==> src/rtl/alu_pkg.sv <==
// alu_pkg: ALU op codes, legality check and arbiter FSM states
package alu_pkg;
    localparam int OPW = 4;
    typedef enum logic [OPW-1:0] {
        OP_ADD  = 4'b0000,
        OP_SLL  = 4'b0001,
        OP_SLT  = 4'b0010,
        OP_SLTU = 4'b0011,
        OP_XOR  = 4'b0100,
        OP_SRL  = 4'b0101,
        OP_OR   = 4'b0110,
        OP_AND  = 4'b0111,
        OP_SUB  = 4'b1000,
        OP_SRA  = 4'b1101
    } alu_op_t;
    typedef enum logic [1:0] {IDLE, EXEC, RESP} state_t;
    function automatic logic is_legal_op(alu_op_t op);
        return op inside {OP_ADD, OP_SLL, OP_SLT, OP_SLTU, OP_XOR,
                          OP_SRL, OP_OR, OP_AND, OP_SUB, OP_SRA};
    endfunction
endpackage

==> src/rtl/rr_arbiter.sv <==
// rr_arbiter: combinational round-robin pick starting after the last grant
module rr_arbiter #(
    parameter int NREQ = 2,
    parameter int IDXW = $clog2(NREQ)
) (
    input  logic [NREQ-1:0] req,
    input  logic [IDXW-1:0] last,
    output logic [NREQ-1:0] grant,
    output logic [IDXW-1:0] idx
);
    logic [NREQ-1:0] hi, pool;
    // prefer requesters above last, else wrap to the lowest; pick lowest set bit
    always_comb begin
        hi = '0;
        for (int i = 0; i < NREQ; i++) hi[i] = req[i] && (i > int'(last));
        pool = |hi ? hi : req;
        idx = '0;
        for (int i = NREQ - 1; i >= 0; i--) if (pool[i]) idx = IDXW'(i);
        grant = pool & (~pool + NREQ'(1));
    end
endmodule

==> src/rtl/alu_arbiter.sv <==
// alu_arbiter: round-robin time-sharing of one combinational ALU among requesters
module alu_arbiter
    import alu_pkg::*;
#(
    parameter int WIDTH = 32,
    parameter int NREQ  = 2
) (
    input  logic                  clk,
    input  logic                  rst,
    input  logic [NREQ-1:0]       req_valid,
    output logic [NREQ-1:0]       req_ready,
    input  logic [NREQ*WIDTH-1:0] req_a,
    input  logic [NREQ*WIDTH-1:0] req_b,
    input  logic [NREQ*4-1:0]     req_op,
    output logic [NREQ-1:0]       resp_valid,
    input  logic [NREQ-1:0]       resp_ready,
    output logic [WIDTH-1:0]      resp_data,
    output logic                  resp_err,
    output logic [WIDTH-1:0]      alu_a,
    output logic [WIDTH-1:0]      alu_b,
    output logic [3:0]            alu_op,
    input  logic [WIDTH-1:0]      alu_res
);
    localparam int IDXW = $clog2(NREQ);
    state_t          state;
    logic [IDXW-1:0] last_grant, owner, pick;
    logic [NREQ-1:0] grant;
    logic            err_q, pick_legal;
    logic [3:0]      pick_op;
    rr_arbiter #(.NREQ(NREQ), .IDXW(IDXW)) u_rr (
        .req  (req_valid),
        .last (last_grant),
        .grant(grant),
        .idx  (pick)
    );
    assign pick_op    = req_op[pick*4 +: 4];
    assign pick_legal = is_legal_op(alu_op_t'(pick_op));
    assign req_ready  = (state == IDLE && !rst) ? grant : '0;
    assign resp_valid = state == RESP ? NREQ'(1) << owner : '0;
    // accept in IDLE straight into the ALU drive registers, capture result in EXEC, hold in RESP
    always_ff @(posedge clk or posedge rst) begin
        if (rst) begin
            state      <= IDLE;
            last_grant <= IDXW'(NREQ - 1);
            owner      <= '0;
            err_q      <= 1'b0;
            resp_data  <= '0;
            resp_err   <= 1'b0;
            alu_a      <= '0;
            alu_b      <= '0;
            alu_op     <= OP_ADD;
        end else begin
            case (state)
                IDLE: if (|req_valid) begin
                    owner  <= pick;
                    alu_a  <= req_a[pick*WIDTH +: WIDTH];
                    alu_b  <= req_b[pick*WIDTH +: WIDTH];
                    alu_op <= pick_legal ? pick_op : OP_ADD;
                    err_q  <= !pick_legal;
                    state  <= EXEC;
                end
                EXEC: begin
                    resp_data  <= err_q ? '0 : alu_res;
                    resp_err   <= err_q;
                    last_grant <= owner;
                    state      <= RESP;
                end
                RESP: if (resp_ready[owner]) state <= IDLE;
                default: state <= IDLE;
            endcase
        end
    end
endmodule

==> config.mk <==
export PLATFORM = sky130hd
export DESIGN_NAME = alu_arbiter
export DESIGN_NICKNAME = d
export VERILOG_FILES = /design/src/rtl/alu_pkg.sv /design/src/rtl/rr_arbiter.sv /design/src/rtl/alu_arbiter.sv
export SDC_FILE = /design/constraint.sdc
export NUM_CORES = 1
export LEC_CHECK = 0
export ABC_AREA = 1
export CAP_MARGIN = 5
export CORE_MARGIN = 5
export CORE_UTILIZATION = 39
export CTS_BUF_LIST = sky130_fd_sc_hd__clkbuf_2
export CTS_CLUSTER_SIZE = 30
export DETAILED_ROUTE_END_ITERATION = 12
export GPL_TIMING_DRIVEN = 0
export PLACE_DENSITY = 0.87
export SLEW_MARGIN = 20
export SYNTH_ARGS = -nofsm -noshare
export SYNTH_HDL_FRONTEND = slang
export SYNTH_HIERARCHICAL = 1
export SYNTH_SLANG_ARGS = --single-unit
==> constraint.sdc <==
create_clock -name clk -period 4.18 [get_ports clk]
set_input_delay 0.836 -clock clk [delete_from_list [all_inputs] [get_ports clk]]
set_output_delay 0.836 -clock clk [all_outputs]
set_load 0.1 [all_outputs]
Word-level counts from Yosys, hierarchy flattened
Index checks and enable logic that the tools add are counted.
{"block": "op_classes", "n_addsub": 1, "magnitude_cmp": 2, "eq_ne": 13, "shift": 4, "n_mux": 12, "bitwise_logic": 2, "n_reduce_logical": 10}
{"op": "variable part select 64 x 7 -> 32 bit", "n": 2}
{"op": "2-to-1 mux 32 bit", "n": 1}
{"op": "== test 4 x 3 -> 1 bit (second input constant)", "n": 4}
{"op": "2-to-1 mux 2 bit", "n": 5}
{"op": "nonzero test 10 bit", "n": 1}
{"op": "== test 4 x 2 -> 1 bit (second input constant)", "n": 2}
{"op": "== test 4 bit (second input constant)", "n": 2}
{"op": "variable part select 8 x 4 -> 4 bit", "n": 1}
{"op": "one-hot mux 2 bit (3 select lines)", "n": 1}
{"op": "== test 4 x 1 -> 1 bit (second input constant)", "n": 1}
{"op": "logical NOT 4 bit", "n": 1}
{"op": "2-to-1 mux 1 bit", "n": 4}
{"op": "2-to-1 mux 4 bit", "n": 1}
{"op": "inequality test 2 x 1 -> 1 bit (second input constant)", "n": 2}
{"op": "AND reduction 2 bit", "n": 2}
{"op": "adder 2 x 1 -> 2 bit (second input constant)", "n": 1}
{"op": "bitwise AND 2 bit", "n": 1}
{"op": "== test 2 x 1 -> 1 bit (second input constant)", "n": 1}
{"op": "== test 2 bit (second input constant)", "n": 1}
{"op": "logical AND 1 bit", "n": 2}
{"op": "logical NOT 1 bit", "n": 2}
{"op": "logical NOT 2 bit", "n": 1}
{"op": "less-than comparator 1 x 2 -> 1 bit (second input constant)", "n": 1}
{"op": "inverter 2 bit", "n": 1}
{"op": "other kinds (3)", "n": 3}
{"block": "word_totals", "ff_bits": 106, "inputBits": 174, "out_inout_bits": 105, "wordCells": 53}

Logic depth before layout (Yosys ltp)
{"block": "depth", "word_depth": 9, "depth_mapped": 10}

Hierarchy
Netlist, hierarchy kept.
{"mod": "alu_arbiter", "n_inst": 1, "cells_per_inst": 500, "area_per_inst_um2": 4556.9, "seq_area_each_um2": 2653.8}
{"mod": "rr_arbiter", "n_inst": 1, "cells_per_inst": 5, "area_per_inst_um2": 35.0, "seq_area_each_um2": 0.0}

Least setup slack after synthesis
Ideal clock, no wire load.
{"block": "synth_path", "kind": "input -> output", "startpoint": "in req_valid[1]", "endpoint": "out req_ready[1]", "arrival_ns": 3.293, "required_time_ns": 3.344, "path_slack_ns": 0.051, "stages": 3, "n_path_buf": 1, "cell_sequence": "a21boi_2 buf_4 nor3b_1"}
{"block": "synth_via", "elab_chain_cells": 6}
{"element": "start: declaration", "line_no": "alu_arbiter.sv:10", "source": "input logic [NREQ-1:0] req_valid,"}
{"element": "logical AND 1 bit", "line_no": "rr_arbiter.sv:15", "source": "for (int i = 0; i < NREQ; i++) hi[i] = req[i] && (i > int'(last));"}
{"element": "2-to-1 mux 2 bit (*)", "line_no": "rr_arbiter.sv:16", "source": "pool = |hi ? hi : req;"}
{"element": "inverter 2 bit", "line_no": "rr_arbiter.sv:19", "source": "grant = pool & (~pool + NREQ'(1));"}
{"element": "adder 2 x 1 -> 2 bit", "line_no": "rr_arbiter.sv:19"}
{"element": "bitwise AND 2 bit (*)", "line_no": "rr_arbiter.sv:19"}
{"element": "via grant[1]", "line_no": "alu_arbiter.sv:27", "source": "logic [NREQ-1:0] grant;"}
{"element": "2-to-1 mux 2 bit (*)", "line_no": "alu_arbiter.sv:38", "source": "assign req_ready = (state == IDLE && !rst) ? grant : '0;"}
{"element": "end: declaration", "line_no": "alu_arbiter.sv:11", "source": "output logic [NREQ-1:0] req_ready,"}
Mark *: on every way through the listed nets, which the timed path passes. The rest lies on a longest branch.

Worst setup path in the final report
Ends and elaborated chain as after synthesis.

==> impl_summary.md <==
Clock network
The post-CTS setup-driven buffer insertion count is 0. Clock-pin slew was measured on the worst setup and hold paths at about 270 ps. The cell at the root of the clock tree is sky130_fd_sc_hd__clkbuf_2. Gates resized during post-CTS repair numbered 0. The total CTS buffers is 9. The clock latency at the later pin of the worst-skew pair is ~580 ps. Counting every sink on the clock net gives about 110. The clock passes through at most 2 buffers.

TritonCTS built the clock tree. After clock tree synthesis, the flow added hold-fix buffers numbering 0. The depth of the CTS H-tree is 3.

Cells and area
The final instance count without filler cells is between 900 and 1000. The final net count is 969. The count of filler cells inserted in the layout is just under 900.

Registers take between 0.002 and 0.003 mm^2. Compared with the post-synthesis result, the final layout area differs by 67.8%. The area of combinational cells with multiple inputs is around 0.0017 mm^2. The antenna diode instance count is 0. The post-route netlist has under 10% of its cells at a drive strength greater than 1. The final instance area is between 0.007 and 0.008 mm^2.

Global route
The aggregate global routing overflow is 0. The number of global-route vias before repair came to between 4000 and 5000. The initial antenna violation count is 0. The global-route wire length before repair is approximately 25000 um. Global routing used between 20% and 30% of the available tracks across all layers. Entering global routing, the biggest net connects 61 pins.

Place
The global placer's final weighted congestion is around 0.85. After detailed placement, the design holds a cell count of 927. The area after detailed placement is 0.00759 mm^2. In this run the tool buffered the top-level ports with around 280 buffer cells.

Detailed placement ended at an HPWL of 12600 um.

Logic synthesis
Among all flip-flop cells after synthesis, the most frequent one is sky130_fd_sc_hd__dfrtp_1. The cell type with the highest aggregate area in the netlist is sky130_fd_sc_hd__dfrtp_1. In the synthesized netlist, the cells that appear most often are 167 x sky130_fd_sc_hd__nand2_1, 105 x sky130_fd_sc_hd__dfrtp_1, 73 x sky130_fd_sc_hd__nor2_1. Summed over its instances, the top area cell type makes up 57.2% of the synthesized netlist area.

In the post-synthesis netlist, the biggest area contributors are sky130_fd_sc_hd__dfrtp_1 57%, sky130_fd_sc_hd__nand2_1 14%, sky130_fd_sc_hd__a31oi_1 8.7%. The mapped netlist covers ~0.0046 mm^2. By instance count, the leading cell after synthesis is sky130_fd_sc_hd__nand2_1.

The synthesized net count is just under 700. The synthesized design contains 0 enable-type register cells. The post-synthesis cell type count is 18.

The number of standard cells after synthesis is between 500 and 600. The share of synthesized flip-flops with an asynchronous set or reset is 100%. Yosys printed 6 warnings. Sequential elements use 57.8% of the synthesized area. The synthesized design contains around 110 register bits. A synthesized cell averages just over 9 um^2.

Timing
In the finished design, the share of the clock period the worst path needs comes to between 90% and 100%. Setup repair after global routing left no endpoint under its margin. The worst clock skew on the final layout is between 20 and 30 ps. The tightest slew margin relative to the limit is 29.9%. Counting I/O delays and the setup requirement, the final critical path takes between 3000 and 4000 ps.

The final count of hold timing violations is 0. Setup violations remaining at the end of the flow were counted as 0. The max-slew violation total from the final report is 0. For the pin with the worst max-slew slack, the measured transition is between 1000 and 1500 ps. The worst hold slack across all endpoints is approximately 530 ps. Static timing analysis puts the maximum clock frequency at between 0.2 and 0.3 GHz.

Critical path
For the worst setup path, the data required time is roughly 3300 ps. The worst setup path is captured at a primary output. The source of the critical timing path is req_valid[1].

Of all nets on the critical path, the largest fanout is 3. Data arrives at the worst endpoint at around 3100 ps. The critical path class is primary input to primary output. The worst register-to-register path begins at last_grant. The worst setup path is launched from a primary input.

Hold path
In this run the worst hold path is classified as flop to flop. In this run the most critical hold path is launched from alu_op[0].

Floorplanning
The standard-cell row count is 39. The count of pins on the block boundary is approximately 280. The vertical die dimension is 119 um. The x dimension of the die is between 100 and 150 um. Once the floorplan was initialized, standard cells occupied 40.0% of the core.

The die area is between 0.01 and 0.015 mm^2. The area of the placeable core is between 0.01 and 0.015 mm^2.

Route
The count of vias placed by the detailed router is 4739. The post-detailed-route DRC marker count is 0. The residual antenna-violating net count after detailed routing is 0. In the routed layout, each cell is associated on average with a via count of 5.03.

Dividing the detail-routed wire length by the instance count gives 17.1 um. The first-pass detailed-route iteration total is 5. The detailed router's first-iteration violation count is approximately 250.

The routed design has 16100 um of wire.

Run
The number of max-cap violations is 0.

Run status
The flow ran to the end, and the final reports show no timing, DRC or antenna violations.
critical path, cell delays in order:
cell and delay (ps):
sky130_fd_sc_hd__clkdlybuf4s50_1 520, sky130_fd_sc_hd__a21boi_2 220, sky130_fd_sc_hd__buf_4 130, sky130_fd_sc_hd__nor3b_1 190, sky130_fd_sc_hd__clkdlybuf4s50_1 1200
cell type report:
type | count | area share, %
timing repair buffer | 279 | 36.5
sequential | 106 | 34.4
multi-input combinational | 349 | 21.7
buffer | 36 | 2.74
tap | 143 | 2.32
clock inverter | 7 | 0.990
inverter | 14 | 0.747
clock buffer | 9 | 0.584
cells by family (layout without fill, tap and decap cells):
group	after synthesis	in the layout	share of synthesized area, %
buf+inv	50	345	5.75
simple gates	246	246	20.7
flops	106	106	57.8
compound gates	103	103	15.8
cell usage in the layout, fill, tap and decap left out, drive strengths merged, types with 2 or more instances in the layout:
| cell type | instances |
|---|---|
| buf | 36 |
| clkbuf | 10 |
| nor2 | 75 |
| nand3 | 2 |
| a31oi | 64 |
| dfrtp | 105 |
| nand2 | 167 |
| nor3b | 2 |
| o21ai | 5 |
| clkdlybuf4s50 | 278 |
| a22o | 32 |
| inv | 17 |
| clkinv | 2 |
flip-flops by register name, summed over array words and instances (netlist names):
| register | count |
|---|---|
| alu_a | 32 |
| alu_b | 32 |
| resp_data | 32 |
| alu_op | 4 |
| state | 2 |
| err_q | 1 |
| last_grant | 1 |
| owner | 1 |
| resp_err | 1 |
path summary, 6_finish.rpt:
| kind | endpoint | slack (ps) | cells past startpoint |
|---|---|---|---|
| worst max-delay path | req_ready[1] | 240 | 5 |
| worst min-delay path | alu_op[0] | 530 | 2 |
| worst max register to register | alu_a[3] | 2510 | 7 |
| worst min register to register | alu_op[0] | 530 | 2 |
| max in group asynchronous | last_grant | 2850 | 3 |
| min in group asynchronous | resp_data[16] | 660 | 2 |
layer usage:
metal	GRT usage [%]	part of all wire, %	vias up
met4	7.23	1.3	0
met2	37.7	51	201
met3	5.92	7.3	21
met1	27.4	41	2252
li1	-	-	2265
met5	0	0	-
stage by stage:
step                      utilization [%]  setup TNS [ps]  worst slack (ps)
after global placement               65.9          -96350              -923
after CTS                            67.2               0               251
after global routing                 67.2               0               175
after floorplan                         -               0              50.7
after detailed placement             66.2               0               273
final                                67.2               0               242
Power is left out: the tool's default activity adds up to more than one toggle a clock period on the data nets, which glitch-free logic cannot reach.
